### src/rtl/axi4_lite_max7219.sv
// rtl/axi4_lite_max7219.sv - AXI4-Lite register bank serialising 16-bit frames onto a MAX7219.
// Optional feature: define AXI4_LITE_MAX7219_IRQ_EN for CTRL.IRQ_EN and the irq output.
module axi4_lite_max7219 #(
    parameter int G_ADDR_WIDTH  = 4,
    parameter int G_CLK_DIV_RST = 4
) (
    input  logic                    clk,
    input  logic                    rst_n,
    input  logic [G_ADDR_WIDTH-1:0] s_axi_awaddr,
    input  logic                    s_axi_awvalid,
    output logic                    s_axi_awready,
    input  logic [31:0]             s_axi_wdata,
    input  logic [3:0]              s_axi_wstrb,
    input  logic                    s_axi_wvalid,
    output logic                    s_axi_wready,
    output logic [1:0]              s_axi_bresp,
    output logic                    s_axi_bvalid,
    input  logic                    s_axi_bready,
    input  logic [G_ADDR_WIDTH-1:0] s_axi_araddr,
    input  logic                    s_axi_arvalid,
    output logic                    s_axi_arready,
    output logic [31:0]             s_axi_rdata,
    output logic [1:0]              s_axi_rresp,
    output logic                    s_axi_rvalid,
    input  logic                    s_axi_rready,
    output logic                    max7219_din,
    output logic                    max7219_clk,
    output logic                    max7219_load
`ifdef AXI4_LITE_MAX7219_IRQ_EN
    ,
    output logic                    irq
`endif
);

    typedef enum logic [1:0] {S_IDLE, S_SHIFT_LO, S_SHIFT_HI, S_LATCH} state_t;

    localparam logic [1:0] A_CTRL    = 2'd0;
    localparam logic [1:0] A_STATUS  = 2'd1;
    localparam logic [1:0] A_DATA    = 2'd2;
    localparam logic [1:0] A_CLK_DIV = 2'd3;
    localparam logic [1:0] RESP_OKAY   = 2'b00;
    localparam logic [1:0] RESP_SLVERR = 2'b10;

    state_t      state;
    logic        enable;
    logic        irq_en;
    logic        done;
    logic [15:0] data_reg;
    logic [15:0] shreg;
    logic [7:0]  clk_div;
    logic [7:0]  div;
    logic [7:0]  cnt;
    logic [3:0]  bit_idx;

    logic        busy;
    logic        wr_hs;
    logic        rd_hs;
    logic [1:0]  wr_sel;
    logic [1:0]  rd_sel;
    logic        frame_start;
    logic        data_reject;
    logic        done_set;
    logic [31:0] rd_mux;
    logic        unused_ok;

    assign busy        = (state != S_IDLE);
    assign wr_hs       = s_axi_awready & s_axi_awvalid & s_axi_wvalid;
    assign rd_hs       = s_axi_arready & s_axi_arvalid;
    assign wr_sel      = s_axi_awaddr[3:2];
    assign rd_sel      = s_axi_araddr[3:2];
    assign frame_start = wr_hs && (wr_sel == A_DATA) && enable && !busy;
    assign data_reject = wr_hs && (wr_sel == A_DATA) && !frame_start;
    assign done_set    = (state == S_LATCH) && (cnt == div);
    assign s_axi_rresp = RESP_OKAY;
    assign unused_ok   = ^{s_axi_wstrb, s_axi_wdata[31:16], s_axi_awaddr[1:0], s_axi_araddr[1:0]};

    always_comb begin
        rd_mux = 32'h0;
        case (rd_sel)
            A_CTRL:    rd_mux = {30'h0, irq_en, enable};
            A_STATUS:  rd_mux = {30'h0, done, busy};
            A_DATA:    rd_mux = {16'h0, data_reg};
            A_CLK_DIV: rd_mux = {24'h0, clk_div};
            default:   rd_mux = 32'h0;
        endcase
    end

    // AXI handshakes and register bank; ready pulses are self-clearing so each request is taken once.
    always_ff @(posedge clk or negedge rst_n) begin
        if (!rst_n) begin
            s_axi_awready <= 1'b0;
            s_axi_wready  <= 1'b0;
            s_axi_bvalid  <= 1'b0;
            s_axi_bresp   <= RESP_OKAY;
            s_axi_arready <= 1'b0;
            s_axi_rvalid  <= 1'b0;
            s_axi_rdata   <= 32'h0;
            enable        <= 1'b0;
            done          <= 1'b0;
            data_reg      <= 16'h0;
            clk_div       <= 8'(G_CLK_DIV_RST);
        end else begin
            s_axi_awready <= s_axi_awvalid & s_axi_wvalid & ~s_axi_bvalid & ~s_axi_awready;
            s_axi_wready  <= s_axi_awvalid & s_axi_wvalid & ~s_axi_bvalid & ~s_axi_awready;
            if (wr_hs) begin
                s_axi_bvalid <= 1'b1;
                s_axi_bresp  <= data_reject ? RESP_SLVERR : RESP_OKAY;
            end else if (s_axi_bready) begin
                s_axi_bvalid <= 1'b0;
            end

            s_axi_arready <= s_axi_arvalid & ~s_axi_rvalid & ~s_axi_arready;
            if (rd_hs) begin
                s_axi_rvalid <= 1'b1;
                s_axi_rdata  <= rd_mux;
            end else if (s_axi_rready) begin
                s_axi_rvalid <= 1'b0;
            end

            if (wr_hs && (wr_sel == A_CTRL))
                enable <= s_axi_wdata[0];
            if (frame_start)
                data_reg <= s_axi_wdata[15:0];
            if (wr_hs && (wr_sel == A_CLK_DIV))
                clk_div <= s_axi_wdata[7:0];
            // A frame completing in the same cycle as a W1C keeps DONE set.
            if (wr_hs && (wr_sel == A_STATUS) && s_axi_wdata[1])
                done <= 1'b0;
            if (done_set)
                done <= 1'b1;
        end
    end

`ifdef AXI4_LITE_MAX7219_IRQ_EN
    always_ff @(posedge clk or negedge rst_n) begin
        if (!rst_n)
            irq_en <= 1'b0;
        else if (wr_hs && (wr_sel == A_CTRL))
            irq_en <= s_axi_wdata[1];
    end

    assign irq = done & irq_en;
`else
    assign irq_en = 1'b0;
`endif

    // Serializer: every phase lasts div+1 cycles; div is frozen at frame start.
    always_ff @(posedge clk or negedge rst_n) begin
        if (!rst_n) begin
            state        <= S_IDLE;
            cnt          <= 8'h0;
            div          <= 8'h0;
            bit_idx      <= 4'h0;
            shreg        <= 16'h0;
            max7219_load <= 1'b1;
            max7219_clk  <= 1'b0;
            max7219_din  <= 1'b0;
        end else begin
            case (state)
                S_IDLE: begin
                    if (frame_start) begin
                        state        <= S_SHIFT_LO;
                        cnt          <= 8'h0;
                        div          <= clk_div;
                        shreg        <= s_axi_wdata[15:0];
                        bit_idx      <= 4'h0;
                        max7219_load <= 1'b0;
                        max7219_din  <= s_axi_wdata[15];
                    end
                end
                S_SHIFT_LO: begin
                    if (cnt == div) begin
                        cnt         <= 8'h0;
                        state       <= S_SHIFT_HI;
                        max7219_clk <= 1'b1;
                    end else begin
                        cnt <= cnt + 8'd1;
                    end
                end
                S_SHIFT_HI: begin
                    if (cnt == div) begin
                        cnt         <= 8'h0;
                        max7219_clk <= 1'b0;
                        if (bit_idx == 4'd15) begin
                            state       <= S_LATCH;
                            max7219_din <= 1'b0;
                        end else begin
                            state       <= S_SHIFT_LO;
                            bit_idx     <= bit_idx + 4'd1;
                            shreg       <= {shreg[14:0], 1'b0};
                            max7219_din <= shreg[14];
                        end
                    end else begin
                        cnt <= cnt + 8'd1;
                    end
                end
                S_LATCH: begin
                    if (cnt == div) begin
                        cnt          <= 8'h0;
                        state        <= S_IDLE;
                        max7219_load <= 1'b1;
                    end else begin
                        cnt <= cnt + 8'd1;
                    end
                end
                default: state <= S_IDLE;
            endcase
        end
    end

endmodule

### config.mk
export PLATFORM = sky130hd
export DESIGN_NAME = axi4_lite_max7219
export DESIGN_NICKNAME = d
export VERILOG_FILES = /design/src/rtl/axi4_lite_max7219.sv
export SDC_FILE = /design/constraint.sdc
export NUM_CORES = 1
export LEC_CHECK = 0
export ABC_CLOCK_PERIOD_IN_PS = 2250
export CAP_MARGIN = 10
export CORE_MARGIN = 2
export CORE_UTILIZATION = 50
export CTS_CLUSTER_DIAMETER = 100
export CTS_CLUSTER_SIZE = 16
export DETAILED_ROUTE_END_ITERATION = 8
export HOLD_SLACK_MARGIN = 0.06
export PLACE_DENSITY_LB_ADDON = 0.15
export SLEW_MARGIN = 20
export SYNTH_ARGS = -nofsm -noshare
export SYNTH_HDL_FRONTEND = slang
export SYNTH_SLANG_ARGS = --single-unit
### constraint.sdc
create_clock -name clk -period 2.25 [get_ports clk]
set_input_delay 0.45 -clock clk [delete_from_list [all_inputs] [get_ports clk]]
set_output_delay 0.45 -clock clk [all_outputs]
set_load 0.05 [all_outputs]
==> out/qor.txt, run 1 <==
======================================================================================
Outcome                                                                   complete, no violations
Core Footprint                                                                7730 µm²
DRT antenna net count                                                                0
Cell type group with the largest total delay on the critical path         buffers and inverters
Setup repair after global routing missed its margin                              false
Area added between synthesis and finish                                          22.5%
Average footprint of a synthesized cell                                       12.2 µm²
Combined area of all synthesized cells                                        3990 µm²
Ratio of routed vias to standard cells                                            5.38
Cell taking the most area after synthesis                                      dfrtp_1
Initial drt markers                                                                125
Slowest stage delay, CP                                                        0.79 ns
Final period utilization                                                         0.948
Average routed wire per standard cell                                          16.3 µm
Instance count after placement with tap cells included                             486
WP buf/inv                                                                           1
HP Class                                                                       reg2reg
Crit path capture type                                                     output port
Routed length on met2                                                          3980 µm
Final sum of negative setup slack                                                 0 ns
Worst-Margin Slew                                                             0.555 ns
Maximum level of the CTS H-tree                                                      3
Critical path data required time                                               1.80 ns
Top achievable clock speed                                                     469 MHz
First-pass GRT wire length                                                   14,000 µm
Number of placement rows                                                            32
Commonest cells after routing, fill and taps aside                        dfrtp_1, clkdlybuf4s50_1, mux2_2
Insertion delay of the later-clocked pin in the worst-skew pair                0.35 ns
Total setup violations reported at the end of the flow                               0
Top cells by area in the synthesized netlist                              dfrtp_1, mux2_2, buf_4
Number of cells produced by synthesis                                              328
Detailed route wirelength on metal3                                             320 µm
Sinks on the clock net                                                              87
Antenna violations before repair                                                     0
WS Path Type                                                                   reg2out
Layout Skew                                                                 0.00772 ns
Detailed placer's ending HPWL                                                  5860 µm
Gates resized, CTS repair                                                            0
Initial cell density of the core                                                 0.516
Maximum root-to-sink buffer count                                                    2
Number of standard cells in the layout, taps in and fillers out                    503
Fraction of final layout cells sized beyond drive strength 1                     0.229
Number of vias after detailed routing                                            2,706
Peak VDD IR                                                                 0.000413 V
CP max FO                                                                            2
Crit path launch type                                                             flop
Vias in the first global route                                                   2,779
Critical path, cell by cell                                               clkdlybuf4s50_1
Worst endpoint data arrival time                                               1.68 ns
# DRC                                                                                0
Register area share after synthesis                                              0.546
Port buffer count                                                                   51
Number of optimization iterations in the first detailed-route pass                   4
Post-route met1 wirelength                                                     3810 µm
End-of-flow core utilization                                                     0.633
Leakage power of the design                                                    2.20 nW
Root buffer cell                                                              clkbuf_8
Number of buffers inserted during clock tree synthesis                               9
Highest metal used                                                                met4
Io pins                                                                             95
Number of max-slew violations in the final report                                    0
Fraction of post-synthesis cell area in the top cell type by area                0.533
Shortest clock period the worst path allows after layout                       2.13 ns
DIE AREA                                                                      8710 µm²
CTS tree                                                                         built
# Max-Cap Violations                                                                 0
Most common cell after layout, fill and taps aside                             dfrtp_1
Aggregate global routing overflow                                                    0
Die Wd                                                                         93.3 µm
Clock slew at the register clock pins of the worst setup and hold paths        0.09 ns
Global Route Usage Sum                                                           0.208
Max_slew headroom                                                                0.628
Gpl congestion                                                                   0.779
Worst-case register-to-register setup slack                                    0.30 ns
Seq cells post-synth                                                                87
Drt total wl                                                                   8220 µm
Synthesis warning total                                                              0
Maximum number of pins on one net before global-route repair                        50
Final Power                                                                  0.00441 W
Total count of hold-check failures in the final report                               0
Post-layout nets                                                                   449
Pwr dens                                                                    902 nW/µm²
Slowest stage cell, crit path                                             clkdlybuf4s50_1
Distinct cell type count after synthesis                                            51
Die H                                                                          93.3 µm
Number of inserted diodes                                                            0
======================================================================================
## cell families after synthesis
family | after synthesis | share of synthesized area
AO/OA/AOI/OAI | 64 | 0.125
XOR/XNOR | 10 | 0.0219
AND/OR/NAND/NOR | 77 | 0.110
buffers and inverters | 44 | 0.0674
multiplexers | 43 | 0.122
flip-flops | 87 | 0.546
adder cells (fa/ha/maj) | 2 | 0.00627
other | 1 | 0.000940
## per-stage QoR
| stage | hold WS, ns | cell area (µm²) | setup WS, ns |
|---|---|---|---|
| CTS | 0.455 | 4890 | 0.100 |
| global route | 0.460 | 4890 | 0.0765 |
| finish | 0.464 | 4890 | 0.117 |
| detailed placement | 0.301 | 4660 | -0.0458 |
| global placement | 0.299 | 4660 | -0.0305 |
| floorplan | 0.154 | 4060 | 0.195 |
## area by class of cell
type	count	area (µm²)
clock buffers	10	128
clock inverters	6	93.8
fillers	626	2840
inverters	10	37.5
multi-input cells	215	1610
flip-flops and latches	87	2180
well taps	102	128
repair buffers	73	713
## cell usage after synthesis, drive strengths merged
master and number:
a211oi 2, a21oi 4, a22o 10, a31o 2, a31oi 3, a32o 2
a41oi 1, and2 1, and3 3, and4 1, buf 28, clkbuf 6
conb 1, dfrtp 85, dfstp 2, ha 2, inv 10, mux2 35
mux2i 7, mux4 1, nand2 24, nand2b 15, nand3 7, nand4 2
nor2 8, nor2b 1, nor3 5, nor3b 3, nor4 1, o211ai 1
o21ai 21, o221a 14, o22ai 2, o311ai 1, o31ai 1, or2 2
or3 1, or4 3, xnor2 4, xor2 6
## per-layer routing
metal,vias to the layer above,GRT usage
met5,-,0
met4,0,0.0674
met3,12,0.0467
met2,61,0.336
met1,1348,0.279
li1,1285,-
## where the power goes
| group | internal (W) | switching, W | total (W) | leakage (nW) |
|---|---|---|---|---|
| sequential | 0.00184 | 0.000212 | 0.00205 | 1.14 |
| combinational | 0.000522 | 0.000619 | 0.00114 | 0.965 |
| clock | 0.000633 | 0.000580 | 0.00121 | 0.101 |
## final timing paths
kind                                           from                           to  cells after the start
min in group asynchronous                     rst_n  s_axi_rdata[12]$_DFFE_PN0P_                      2
min                        s_axi_bvalid$_DFFE_PN0P_       s_axi_wready$_DFF_PN0_                      1
max reg2reg                      cnt[7]$_DFFE_PN0P_         shreg[2]$_DFFE_PN0P_                      5
max in group asynchronous                     rst_n     max7219_load$_DFFE_PN1P_                      3
max                        max7219_load$_DFFE_PN1P_                 max7219_load                      1
min reg2reg                s_axi_bvalid$_DFFE_PN0P_       s_axi_wready$_DFF_PN0_                      1
## timing repair
item	4_1_cts	5_1_grt
buffers inserted	0	0
hold endpoints to repair	10	0
hold buffers	1	0
(Power assumes the default switching activity.)
==> run 2, diff against run 1 <==
Settings changed: CORE_UTILIZATION 50 to 51, CTS_BUF_LIST set to sky130_fd_sc_hd__clkbuf_8.
==> out/qor.txt, run 2 (synthesis results as in run 1) <==
======================================================================================
Peak VDD IR                                                                 0.000441 V
Setup repair after global routing missed its margin                              false
DRT antenna net count                                                                0
Critical path, cell by cell                                               clkdlybuf4s50_1
Die H                                                                          92.5 µm
Crit path capture type                                                     output port
Total count of hold-check failures in the final report                               0
Gpl congestion                                                                   0.816
Number of vias after detailed routing                                            2,701
Area added between synthesis and finish                                          22.4%
Core Footprint                                                                7650 µm²
Number of placement rows                                                            32
Post-layout nets                                                                   446
Final Power                                                                  0.00444 W
Number of max-slew violations in the final report                                    0
Number of inserted diodes                                                            0
Vias in the first global route                                                   2,748
Initial cell density of the core                                                 0.522
Drt total wl                                                                   8000 µm
Global Route Usage Sum                                                           0.205
Maximum number of pins on one net before global-route repair                        39
Root buffer cell                                                              clkbuf_8
Cell type group with the largest total delay on the critical path         buffers and inverters
Leakage power of the design                                                    2.21 nW
DIE AREA                                                                      8550 µm²
Maximum level of the CTS H-tree                                                      3
Port buffer count                                                                   51
Number of optimization iterations in the first detailed-route pass                   4
End-of-flow core utilization                                                     0.638
Total setup violations reported at the end of the flow                               0
Insertion delay of the later-clocked pin in the worst-skew pair                0.36 ns
Sinks on the clock net                                                              87
# Max-Cap Violations                                                                 0
Antenna violations before repair                                                     0
Crit path launch type                                                             flop
Gates resized, CTS repair                                                            0
Area taken by multi-input logic gates                                         1610 µm²
CP max FO                                                                            2
Storage element area                                                          2180 µm²
Layout Skew                                                                  0.0115 ns
First-pass GRT wire length                                                   13,600 µm
WP buf/inv                                                                           1
Commonest cells after routing, fill and taps aside                        dfrtp_1, clkdlybuf4s50_1, mux2_2
Shortest clock period the worst path allows after layout                       2.12 ns
Fill cell count                                                                    624
Worst-Margin Slew                                                             0.580 ns
Initial drt markers                                                                 89
Max_slew headroom                                                                0.612
Slowest stage cell, crit path                                             clkdlybuf4s50_1
Fraction of final layout cells sized beyond drive strength 1                     0.226
Pwr dens                                                                    910 nW/µm²
Aggregate global routing overflow                                                    0
# DRC                                                                                0
Critical path data required time                                               1.80 ns
Most common cell after layout, fill and taps aside                             dfrtp_1
Detailed placer's ending HPWL                                                  5820 µm
Top achievable clock speed                                                     471 MHz
Final period utilization                                                         0.943
Slowest stage delay, CP                                                        0.79 ns
CTS tree                                                                         built
Die Wd                                                                         92.5 µm
Average routed wire per standard cell                                          16.0 µm
WS Path Type                                                                   reg2out
Number of buffers inserted during clock tree synthesis                               9
Clock slew at the register clock pins of the worst setup and hold paths        0.08 ns
Worst endpoint data arrival time                                               1.67 ns
HP Class                                                                       reg2reg
Maximum root-to-sink buffer count                                                    2
Ratio of routed vias to standard cells                                            5.40
Outcome                                                                   complete, no violations
Io pins                                                                             95
======================================================================================
-- run 2: repair_timing --
item                      4_1_cts  5_1_grt
buffers inserted                0        0
hold buffers                    1        0
hold endpoints to repair       30        0
-- run 2: worst paths after layout --
path                                          start  slack (ns)  cells past startpoint                           to
max                        max7219_load$_DFFE_PN1P_        0.13                      1                 max7219_load
min                        s_axi_rvalid$_DFFE_PN0P_        0.45                      1      s_axi_arready$_DFF_PN0_
max reg2reg                      div[7]$_DFFE_PN0P_        0.34                      5         shreg[2]$_DFFE_PN0P_
min reg2reg                s_axi_rvalid$_DFFE_PN0P_        0.45                      1      s_axi_arready$_DFF_PN0_
max in group asynchronous                     rst_n        1.04                      3     max7219_load$_DFFE_PN1P_
min in group asynchronous                     rst_n        0.58                      2  s_axi_rdata[11]$_DFFE_PN0P_
-- run 2: layer usage --
metal | vias up | wire, µm | global-route usage
met5 | - | 0 | 0
met4 | 0 | 158 | 0.0896
met3 | 12 | 248 | 0.0342
met2 | 61 | 3920 | 0.324
met1 | 1360 | 3680 | 0.281
li1 | 1268 | - | -
-- run 2: metrics by stage --
stage | instance area [µm²] | worst slack [ns] | TNS [ns] | hold slack, ns | std cells
after floorplan | 4060 | 0.195 | 0 | 0.154 | 346
after global placement | 4630 | 0.00361 | 0 | 0.430 | 483
after detailed placement | 4630 | -0.0389 | -0.206 | 0.428 | 483
after CTS | 4880 | 0.113 | 0 | 0.455 | 500
after global routing | 4880 | 0.0879 | 0 | 0.483 | 500
final | 4880 | 0.129 | 0 | 0.450 | 500
-- run 2: power by group --
group	total, W	switching (W)	leakage [nW]	internal (W)
clock network	0.00126	0.000564	0.121	0.000696
logic	0.00114	0.000621	0.945	0.000521
registers	0.00204	0.000198	1.14	0.00184
-- run 2: final cells by class --
type	count	area share
inverters	10	0.00769
flip-flops and latches	87	0.446
well taps	102	0.0261
multi-input cells	215	0.330
clock buffers	11	0.0310
clock inverters	5	0.0177
repair buffers	70	0.141
==> run 3, diff against run 2 <==
Settings changed: CTS_CLUSTER_SIZE 16 to 24, TNS_END_PERCENT set to 100.
==> results of run 3 <==
No change in the layout: final DEF, timing and power equal those of run 2.
